**src/rtl/msinc_arbiter_pkg.sv**
```systemverilog
// Shared constants and types for the unified program/data memory arbiter.
package msinc_arb_pkg;
   localparam int MEM_AW = 12;
   localparam int MEM_DW = 32;
   localparam int P_IF   = 0;
   localparam int P_LSU  = 1;

   typedef logic [MEM_AW-1:0] mem_addr_t;
endpackage

```
**src/rtl/msinc_arbiter_if.sv**
```systemverilog
// Bundles the two requester ports and the memory pins seen by msinc_arbiter.
interface msinc_arbiter_if
   import msinc_arb_pkg::*;
#(
   parameter int AW = MEM_AW,
   parameter int DW = MEM_DW
);
   logic [1:0]      req_i;
   logic [1:0]      we_i;
   logic [2*AW-1:0] addr_i;
   logic [2*DW-1:0] wdata_i;
   logic [1:0]      gnt_o;
   logic [1:0]      rvalid_o;
   logic [2*DW-1:0] rdata_o;
   logic            mem_we_o;
   logic [AW-1:0]   mem_addr_w_o;
   logic [DW-1:0]   mem_wdata_o;
   logic [AW-1:0]   mem_addr_r_o;
   logic [DW-1:0]   mem_rdata_i;

   modport slave (
      input  req_i, we_i, addr_i, wdata_i, mem_rdata_i,
      output gnt_o, rvalid_o, rdata_o, mem_we_o, mem_addr_w_o, mem_wdata_o, mem_addr_r_o
   );

   modport master (
      output req_i, we_i, addr_i, wdata_i, mem_rdata_i,
      input  gnt_o, rvalid_o, rdata_o, mem_we_o, mem_addr_w_o, mem_wdata_o, mem_addr_r_o
   );
endinterface

```
**src/rtl/msinc_arbiter_rr_arb2.sv**
```systemverilog
// Two-way round-robin arbiter; the priority flop hands the next conflict to the loser.
module rr_arb2
   import msinc_arb_pkg::*;
(
   input  logic       clk_i,
   input  logic       rst_ni,
   input  logic [1:0] req,
   output logic [1:0] gnt
);
   logic r_prio;
   logic w_conflict;

   assign w_conflict = &req;

   always_comb begin
      gnt = req;
      if (w_conflict) begin
         gnt = r_prio ? 2'b10 : 2'b01;
      end
   end

   always_ff @(posedge clk_i or negedge rst_ni) begin
      if (!rst_ni) begin
         r_prio <= 1'b0;
      end else if (w_conflict) begin
         r_prio <= ~r_prio;
      end
   end
endmodule

```
**src/rtl/msinc_arbiter.sv**
```systemverilog
// Shares one async-read/sync-write memory between fetch (port 0) and LSU (port 1),
// with independent read/write round-robin and a registered, write-forwarded read response.
module msinc_arbiter
   import msinc_arb_pkg::*;
#(
   parameter int AW = MEM_AW,
   parameter int DW = MEM_DW
)(
   input  logic           clk_i,
   input  logic           rst_ni,
   msinc_arbiter_if.slave bus
);
   logic [1:0]    w_rd_req;
   logic [1:0]    w_wr_req;
   logic [1:0]    w_rd_gnt;
   logic [1:0]    w_wr_gnt;
   logic [AW-1:0] w_addr  [2];
   logic [DW-1:0] w_wdata [2];
   logic [AW-1:0] w_addr_r;
   logic [AW-1:0] w_addr_w;
   logic [DW-1:0] w_wdata_w;
   logic          w_fwd;
   logic [DW-1:0] w_cap;
   logic [1:0]    r_rvalid;
   logic [DW-1:0] r_rdata [2];

   assign w_addr[P_IF]   = bus.addr_i[P_IF*AW +: AW];
   assign w_addr[P_LSU]  = bus.addr_i[P_LSU*AW +: AW];
   assign w_wdata[P_IF]  = bus.wdata_i[P_IF*DW +: DW];
   assign w_wdata[P_LSU] = bus.wdata_i[P_LSU*DW +: DW];

   assign w_rd_req = bus.req_i & ~bus.we_i;
   assign w_wr_req = bus.req_i &  bus.we_i;

   rr_arb2 u_rd_arb (.clk_i(clk_i), .rst_ni(rst_ni), .req(w_rd_req), .gnt(w_rd_gnt));
   rr_arb2 u_wr_arb (.clk_i(clk_i), .rst_ni(rst_ni), .req(w_wr_req), .gnt(w_wr_gnt));

   // With no grant the muxes fall through to port 0, which the memory ignores.
   assign w_addr_r  = w_rd_gnt[P_LSU] ? w_addr[P_LSU]  : w_addr[P_IF];
   assign w_addr_w  = w_wr_gnt[P_LSU] ? w_addr[P_LSU]  : w_addr[P_IF];
   assign w_wdata_w = w_wr_gnt[P_LSU] ? w_wdata[P_LSU] : w_wdata[P_IF];

   // The memory only sees the write after this edge, so a same-address read takes the write data.
   assign w_fwd = (|w_rd_gnt) && (|w_wr_gnt) && (w_addr_r == w_addr_w);
   assign w_cap = w_fwd ? w_wdata_w : bus.mem_rdata_i;

   assign bus.gnt_o        = w_rd_gnt | w_wr_gnt;
   assign bus.mem_we_o     = rst_ni & (|w_wr_gnt);
   assign bus.mem_addr_w_o = w_addr_w;
   assign bus.mem_wdata_o  = w_wdata_w;
   assign bus.mem_addr_r_o = w_addr_r;

   always_ff @(posedge clk_i or negedge rst_ni) begin
      if (!rst_ni) begin
         r_rvalid   <= 2'b00;
         r_rdata[0] <= '0;
         r_rdata[1] <= '0;
      end else begin
         r_rvalid <= w_rd_gnt;
         for (int n = 0; n < 2; n++) begin
            if (w_rd_gnt[n]) begin
               r_rdata[n] <= w_cap;
            end
         end
      end
   end

   assign bus.rvalid_o = r_rvalid;
   assign bus.rdata_o  = {r_rdata[P_LSU], r_rdata[P_IF]};
endmodule

```
**src/flat_wrapper.sv**
```systemverilog
// flat-port wrapper written by rule: the top's interface ports become plain ports
module msinc_arbiter_flat import msinc_arb_pkg::*;
#(
   parameter int AW = MEM_AW,
   parameter int DW = MEM_DW
)
  (clk_i, rst_ni, bus_req_i, bus_we_i, bus_addr_i, bus_wdata_i, bus_mem_rdata_i, bus_gnt_o, bus_rvalid_o, bus_rdata_o, bus_mem_we_o, bus_mem_addr_w_o, bus_mem_wdata_o, bus_mem_addr_r_o);
  msinc_arbiter_if #(.AW(AW), .DW(DW)) bus_i ();
  input  logic clk_i;
  input  logic rst_ni;
  input wire logic [$bits(bus_i.req_i)-1:0] bus_req_i;
  input wire logic [$bits(bus_i.we_i)-1:0] bus_we_i;
  input wire logic [$bits(bus_i.addr_i)-1:0] bus_addr_i;
  input wire logic [$bits(bus_i.wdata_i)-1:0] bus_wdata_i;
  input wire logic [$bits(bus_i.mem_rdata_i)-1:0] bus_mem_rdata_i;
  output wire logic [$bits(bus_i.gnt_o)-1:0] bus_gnt_o;
  output wire logic [$bits(bus_i.rvalid_o)-1:0] bus_rvalid_o;
  output wire logic [$bits(bus_i.rdata_o)-1:0] bus_rdata_o;
  output wire logic [$bits(bus_i.mem_we_o)-1:0] bus_mem_we_o;
  output wire logic [$bits(bus_i.mem_addr_w_o)-1:0] bus_mem_addr_w_o;
  output wire logic [$bits(bus_i.mem_wdata_o)-1:0] bus_mem_wdata_o;
  output wire logic [$bits(bus_i.mem_addr_r_o)-1:0] bus_mem_addr_r_o;
  assign bus_i.req_i = bus_req_i;
  assign bus_i.we_i = bus_we_i;
  assign bus_i.addr_i = bus_addr_i;
  assign bus_i.wdata_i = bus_wdata_i;
  assign bus_i.mem_rdata_i = bus_mem_rdata_i;
  assign bus_gnt_o = bus_i.gnt_o;
  assign bus_rvalid_o = bus_i.rvalid_o;
  assign bus_rdata_o = bus_i.rdata_o;
  assign bus_mem_we_o = bus_i.mem_we_o;
  assign bus_mem_addr_w_o = bus_i.mem_addr_w_o;
  assign bus_mem_wdata_o = bus_i.mem_wdata_o;
  assign bus_mem_addr_r_o = bus_i.mem_addr_r_o;
  msinc_arbiter #(.AW(AW), .DW(DW)) u_core (.clk_i(clk_i), .rst_ni(rst_ni), .bus(bus_i));
endmodule
```
**config.mk**
```make
export PLATFORM = sky130hd
export DESIGN_NAME = msinc_arbiter_flat
export DESIGN_NICKNAME = d
export VERILOG_FILES = /design/src/rtl/msinc_arbiter_pkg.sv /design/src/rtl/msinc_arbiter_if.sv /design/src/rtl/msinc_arbiter_rr_arb2.sv /design/src/rtl/msinc_arbiter.sv /design/src/flat_wrapper.sv
export SDC_FILE = /design/constraint.sdc
export NUM_CORES = 1
export LEC_CHECK = 0
export BUFFER_PORTS_ARGS = -buffer_cell sky130_fd_sc_hd__buf_2
export CAP_MARGIN = 20
export CORE_MARGIN = 5
export CORE_UTILIZATION = 40
export DETAILED_ROUTE_END_ITERATION = 8
export MAX_ROUTING_LAYER = met4
export PLACE_DENSITY = 0.73
export SLEW_MARGIN = 10
export SYNTH_ARGS = -nofsm -noshare
export SYNTH_HDL_FRONTEND = slang
export SYNTH_SLANG_ARGS = --single-unit
```
**constraint.sdc**
```tcl
create_clock -name clk_i -period 3.3 [get_ports clk_i]
set_clock_uncertainty 0.15 [all_clocks]
set_input_delay 0.165 -clock clk_i [delete_from_list [all_inputs] [get_ports clk_i]]
set_output_delay 0.165 -clock clk_i [all_outputs]
set_load 0.02 [all_outputs]
```
==> impl_metrics.yaml, run 1 <==
die:
  design.die.area_sq_mm: 0.0135
  start_util_pct: 41.1
  io_pins: 251
  die_w_um: 116
  rows: 38
  fp.coreArea_sq_mm: 0.0109
  die_y_um: 116
yosys:
  synth_area_sq_mm: 0.00449
  synthXorXnorAreaFrac_pct: 2.53
  synth_compound_area_share_pct: 27.5
  syn_area_per_cell_sq_um: 9.15
  synthAdderAreaFrac_pct: 0
  synth_nets: 617
  ys_warn_count: 0
  muxShareOfSynthArea_pct: 11.0
  ys_seq_elements: 68
  synth_cells: 491
  synthSimpleGateAreaFrac_pct: 13.7
  ys_seq_area_share_pct: 37.9
  synth_top_family_by_area: "compound AO/OA/AOI/OAI gates"
  yosysUniqueCellTypes: 32
timing:
  tightest_slew_ns: 0.952
  finalSetupTns_ns: 0
  slew_headroom_pct: 36.4
  hold_viol_final: 0
  finalCriticalPeriod_ns: 2.51
  fin_crit_sh_pct: 76.0
  drv_slew: 0
  fmaxAchievable_mhz: 399
  setup_viol: 0
  rsz0062_at_grt: "false"
  setup_slack_ns: 0.792
placement:
  pre_cts_ws_ns: 0.536
  portBuffers: 250
  post-place-cells: 850
  finalWeightedCongestion: 0.901
  dp_hpwl_mm: 12.8
clock_network:
  clock-sinks: 68
  cts_tree: "done"
  clockBufferDepth: 2
  numCtsBuffers: 9
  cts_root_buf: "clkbuf_16"
  post_cts_buffers: 0
  clkSlewWorstSetupHoldPaths_ns: 0.05
  htreeDepth: 3
  clk_latency_ns: 0.32
cells_and_area:
  nets: 871
  insertedDiodeCount: 0
  finalNonFillerCells: 890
  final_common_cell: "buf_2"
  n_fill_cell: 969
  syn2layout_area_growth_pct: 44.3
  final_cell_mix: "buf_2, nand2_1, dfrtp_1, mux2_2, inv_1"
  final_layout_size_suffix_gt1_share_pct: 44.5
power:
  p_per_area_mw_per_mm2: 537
  peakVddDrop_mv: 0.248
  p_sw_share_pct: 35.7
  p_leak_uw: 0.00317
  p_sw_uw: 1240
  p_int_uw: 2240
  power_frac_seq_pct: 33.0
  p_clk_share_pct: 30.8
  pwr-share-comb_pct: 36.2
critical_path:
  critPathMaxFanout: 17
  slowest_delay_ns: 0.79
  end_kind: "flop"
  required_ns: 3.32
  slowest_stage: "o21ai_2"
  crit_chain: "buf_2, xor2_1, nor4_1, nand3_2, o21ai_2, buf_12, o221ai_1"
  worstSetupPathType: "in -> reg"
  startpoint_type: "input port"
  worstPathArrival_ns: 2.53
global_route:
  antenna_found_initial: 0
  grt_usage_pct: 26.3
  grt_max_degree: 69
  grt_pass1_vias: 5197
  grt_pass1_wl_mm: 27.1
  grt-ovfl-total: 0
drt:
  via_per_inst: 5.83
  drt_iter0_drc: 346
  drt_wl_total_mm: 17.7
  drt_pass1_iterations: 6
  postRouteAntennaNets: 0
  routedWlPerCell_um: 19.9
  drt_drc_violations_left: 0
  vias: 5188
outcome:
  status: "finished, final reports clean"
run:
  maxCapViolCount: 0
worst_hold_path:
  hold_path.class: "in -> reg"
## stage by stage
step	power [uW]	utilization [%]	area [sq um]	hold WS [ns]
6_report	3480	59.3	6490	0.00959
5_1_grt	3650	59.3	6490	0.0150
4_1_cts	3510	59.3	6490	0.0000194
3_5_place_dp	2400	54.0	5910	0.317
3_3_place_gp	2360	53.8	5880	0.303
2_1_floorplan	1880	-	4490	-0.281
## area by class of cell
| cell class | count | area, sq um | area share (%) |
|---|---|---|---|
| well taps | 140 | 175 | 2.70 |
| inverters | 35 | 131 | 2.03 |
| clock inverters | 5 | 83.8 | 1.29 |
| repair buffers | 287 | 1630 | 25.2 |
| flip-flops and latches | 68 | 1700 | 26.2 |
| clock buffers | 11 | 253 | 3.90 |
| multi-input cells | 344 | 2510 | 38.7 |
## final timing paths
path	startpoint	cells after the start	slack (ns)	end
hold reg to reg	u_core.bus.rdata_o[44]$_DFFE_PN0N_	2	0.33	u_core.bus.rdata_o[44]$_DFFE_PN0N_
max in group asynchronous	rst_ni	3	1.91	u_core.bus.rdata_o[63]$_DFFE_PN0N_
hold / removal	bus_mem_rdata_i[13]	2	0.01	u_core.bus.rdata_o[13]$_DFFE_PN0P_
min in group asynchronous	rst_ni	3	0.48	u_core.bus.rdata_o[4]$_DFFE_PN0P_
setup reg to reg	u_core.u_rd_arb.r_prio$_DFFE_PN0P_	5	0.91	u_core.bus.rdata_o[14]$_DFFE_PN0P_
setup / recovery	bus_addr_i[4]	7	0.79	u_core.bus.rdata_o[51]$_DFFE_PN0N_
## Yosys cell counts
| library cell | n | area share (%) |
|---|---|---|
| a2111oi_4 | 1 | 0.61 |
| a211oi_4 | 1 | 0.45 |
| a21boi_0 | 2 | 0.33 |
| a21o_1 | 1 | 0.17 |
| a21oi_1 | 1 | 0.11 |
| a22o_1 | 32 | 6.2 |
| a22oi_1 | 32 | 5.3 |
| a311o_1 | 32 | 7.1 |
| buf_1 | 5 | 0.42 |
| buf_2 | 7 | 0.78 |
| buf_4 | 1 | 0.17 |
| buf_6 | 3 | 0.75 |
| clkbuf_1 | 28 | 2.3 |
| dfrtp_1 | 68 | 38 |
| inv_1 | 35 | 2.9 |
| mux2_2 | 44 | 11 |
| nand2_1 | 101 | 8.4 |
| nand2b_1 | 3 | 0.42 |
| nand3_1 | 1 | 0.11 |
| nand3_2 | 1 | 0.22 |
| nor2_1 | 5 | 0.42 |
| nor2b_1 | 1 | 0.14 |
| nor3_1 | 32 | 3.6 |
| nor4_1 | 2 | 0.28 |
| o21a_1 | 1 | 0.17 |
| o21ai_0 | 2 | 0.22 |
| o21ai_1 | 1 | 0.11 |
| o21ai_2 | 1 | 0.19 |
| o21bai_1 | 1 | 0.17 |
| o221ai_1 | 32 | 6.2 |
| or2_1 | 1 | 0.14 |
| xor2_1 | 13 | 2.5 |
## cells by family after synthesis
| logic type | Yosys count |
|---|---|
| buffers and inverters | 79 |
| XOR/XNOR | 13 |
| flip-flops | 68 |
| AND/OR/NAND/NOR | 147 |
| AO/OA/AOI/OAI | 140 |
| multiplexers | 44 |
## routing by layer
metal  GRT usage [%]  vias to the layer above  routed length, um
met5               -                        -                  0
met2            44.0                      295               8850
met4            10.4                        0                535
met3            5.12                       42               1690
met1            31.1                     2512               6620
li1                -                     2339                  -
## state kept, by name, indices dropped and copies added (netlist names)
name	cells
u_core.bus.rvalid_o	2
u_core.u_rd_arb.r_prio	1
u_core.bus.rdata_o	64
u_core.u_wr_arb.r_prio	1
## power groups by stage
stage	clock network, uW	logic, uW	registers, uW
2_1_floorplan	0	534	1350
3_3_place_gp	0	1210	1150
3_5_place_dp	0	1240	1160
4_1_cts	1090	1270	1150
5_1_grt	1130	1360	1170
6_report	1070	1260	1150
## what timing repair did
action,CTS,global route
endpoints found under the hold margin,25,0
gates resized for setup,0,0
hold buffers,24,0
## critical path: cells and delay by family
kind | cells | cell delay, ns
XOR/XNOR | 1 | 0.16
buffers and inverters | 2 | 0.35
AND/OR/NAND/NOR | 2 | 0.93
AO/OA/AOI/OAI | 2 | 0.92
No activity file was read; power rests on OpenSTA's default activity.
==> run 2, diff against run 1 <==
PLACE_DENSITY = 0.76   (was 0.73)
clock period = 2.3 ns   (was 3.3 ns; I/O delays follow)
==> run 2 against run 1 <==
Against the previous run:
- first-iteration DRC count grew 39%
- die area is the same
- setup slack lost 0.68 ns
- count of clock-buffer cells in the layout grew 2
- sequential share of layout area shrank 1.1 points
- cell count grew 4.2%
- clock power grew 22%
- non-clock buffer count grew 37
- flip-flop and latch count is the same
- combinational power grew 48%
- power grew 39%
- design area grew 4.6%
==> impl_metrics.yaml, run 2 (same netlist as run 1, synthesis figures left out) <==
outcome:
  status: "finished, final reports clean"
die:
  die_y_um: 116
  fp.coreArea_sq_mm: 0.0109
  start_util_pct: 41.1
  rows: 38
  io_pins: 251
  die_w_um: 116
  design.die.area_sq_mm: 0.0135
placement:
  finalWeightedCongestion: 0.978
  dp_hpwl_mm: 13.0
  portBuffers: 250
timing:
  setup_viol: 0
  finalSetupTns_ns: 0
  slew_headroom_pct: 55.8
  rsz0062_at_grt: "false"
  finalCriticalPeriod_ns: 2.19
  tightest_slew_ns: 0.662
  fin_crit_sh_pct: 95.1
  fmaxAchievable_mhz: 457
  drv_slew: 0
  hold_viol_final: 0
critical_path:
  worstSetupPathType: "reg -> out"
  setup.worst_path.start: "u_core.u_rd_arb.r_prio$_DFFE_PN0P_"
  reg2reg_setup_slack_ns: 0.20
  crit_chain: "o21ai_4, buf_6, inv_1, buf_4, o21ai_0, buf_2"
  slowest_delay_ns: 0.45
  required_ns: 2.04
  reg2reg_from: "u_core.u_rd_arb.r_prio$_DFFE_PN0P_"
  critPathBufInv: 4
  cpLargestDelayFamily: "buffers and inverters"
  critPathMaxFanout: 26
  critical_path.endpoint: "bus_mem_addr_r_o[3]"
  r2r_cells: 5
  path_depth: 6
  worstPathArrival_ns: 1.92
  end_kind: "primary output"
  startpoint_type: "flop"
  slowest_stage: "dfrtp_1"
  r2r_end: "u_core.bus.rdata_o[7]$_DFFE_PN0P_"
clock_network:
  clkSlewWorstSetupHoldPaths_ns: 0.06
  numCtsBuffers: 9
  cts_tree: "done"
  cts_root_buf: "clkbuf_16"
  post_cts_buffers: 0
  clk_latency_ns: 0.32
  clockBufferDepth: 2
  htreeDepth: 3
  clock-sinks: 68
power:
  peakVddDrop_mv: 0.385
  p_per_area_mw_per_mm2: 711
  p_leak_uw: 0.00331
run:
  maxCapViolCount: 0
cells_and_area:
  insertedDiodeCount: 0
  fin_util_pct: 62.0
  syn2layout_area_growth_pct: 50.9
  final_cell_mix: "buf_2, nand2_1, dfrtp_1, dlygate4sd3_1, mux2_2"
  final_common_cell: "buf_2"
  largest_register_ffs: 64
  final_layout_size_suffix_gt1_share_pct: 43.6
  nets: 908
global_route:
  gr-usage-met2_pct: 44.3
  antenna_found_initial: 0
  grt_usage_pct: 26.9
  grt-ovfl-total: 0
  top_usage_layer: "met2"
  grt_use_met3_pct: 4.70
  grt_pass1_vias: 5282
  grt_pass1_wl_mm: 27.7
  grtUsageMet1_pct: 33.0
  grt_max_degree: 69
drt:
  drt_wl_total_mm: 18.3
  drt_drc_violations_left: 0
  vias: 5428
  via_per_inst: 5.86
  routedWlPerCell_um: 19.7
  drt_iter0_drc: 480
  postRouteAntennaNets: 0
  drt_pass1_iterations: 6
worst_hold_path:
  hold_path.class: "in -> reg"
run 2: where the power goes:
part / leakage [uW] / switching (uW) / total [uW] / internal [uW]
clock: 0.000138 / 495 / 1310 / 817
sequential: 0.000842 / 186 / 1650 / 1460
combinational: 0.00233 / 1090 / 1860 / 774
total: 0.00331 / 1770 / 4820 / 3050
run 2: worst min-delay path: cells and delay by family:
kind | cells | cell delay, ns
buffers and inverters | 1 | 0.09
AO/OA/AOI/OAI | 2 | 0.23
run 2: worst min-delay path by stage:
stage                    startpoint  slack (ns)                                 end  cells past startpoint
CTS                 bus_wdata_i[12]       0.003  u_core.bus.rdata_o[44]$_DFFE_PN0N_                      3
finish              bus_wdata_i[12]       0.005  u_core.bus.rdata_o[44]$_DFFE_PN0N_                      3
detailed placement           rst_ni        0.09  u_core.bus.rdata_o[44]$_DFFE_PN0N_                      2
global placement             rst_ni        0.09   u_core.bus.rdata_o[8]$_DFFE_PN0P_                      2
floorplan                    rst_ni       -0.33   u_core.bus.rdata_o[0]$_DFFE_PN0P_                      0
global route         bus_wdata_i[6]       0.007  u_core.bus.rdata_o[38]$_DFFE_PN0N_                      3
run 2: final cells by class:
| cell class | instances | area, sq um |
|---|---|---|
| Inverter | 35 | 131 |
| Fill cell | 898 | 4150 |
| Timing Repair Buffer | 324 | 1980 |
| Clock buffer | 13 | 270 |
| Tap cell | 140 | 175 |
| Multi-Input combinational cell | 344 | 2510 |
| Sequential cell | 68 | 1700 |
| Clock inverter | 3 | 20.0 |
run 2: routing by layer:
| metal | vias to the layer above | wire, um |
|---|---|---|
| li1 | 2413 | - |
| met1 | 2596 | 6990 |
| met2 | 364 | 8880 |
| met3 | 55 | 1850 |
| met4 | 0 | 566 |
| met5 | - | 0 |
run 2: stage by stage:
step / worst slack [ns] / std cells / cell area [sq um] / hold slack, ns / total power (uW)
6_report: 0.114 / 927 / 6780 / 0.00485 / 4820
5_1_grt: 0.0204 / 927 / 6780 / 0.00691 / 5070
4_1_cts: 0.0335 / 927 / 6780 / 0.00310 / 4840
3_5_place_dp: 0.129 / 860 / 5980 / 0.0853 / 3450
3_3_place_gp: 0.172 / 860 / 5980 / 0.0867 / 3400
2_1_floorplan: 0.332 / 491 / 4490 / -0.331 / 2700
run 2: what timing repair did:
item / CTS / global route
hold buffers: 51 / 0
gates resized for setup: 0 / 1
setup endpoints to repair: 0 / 2
hold endpoints to repair: 129 / 0
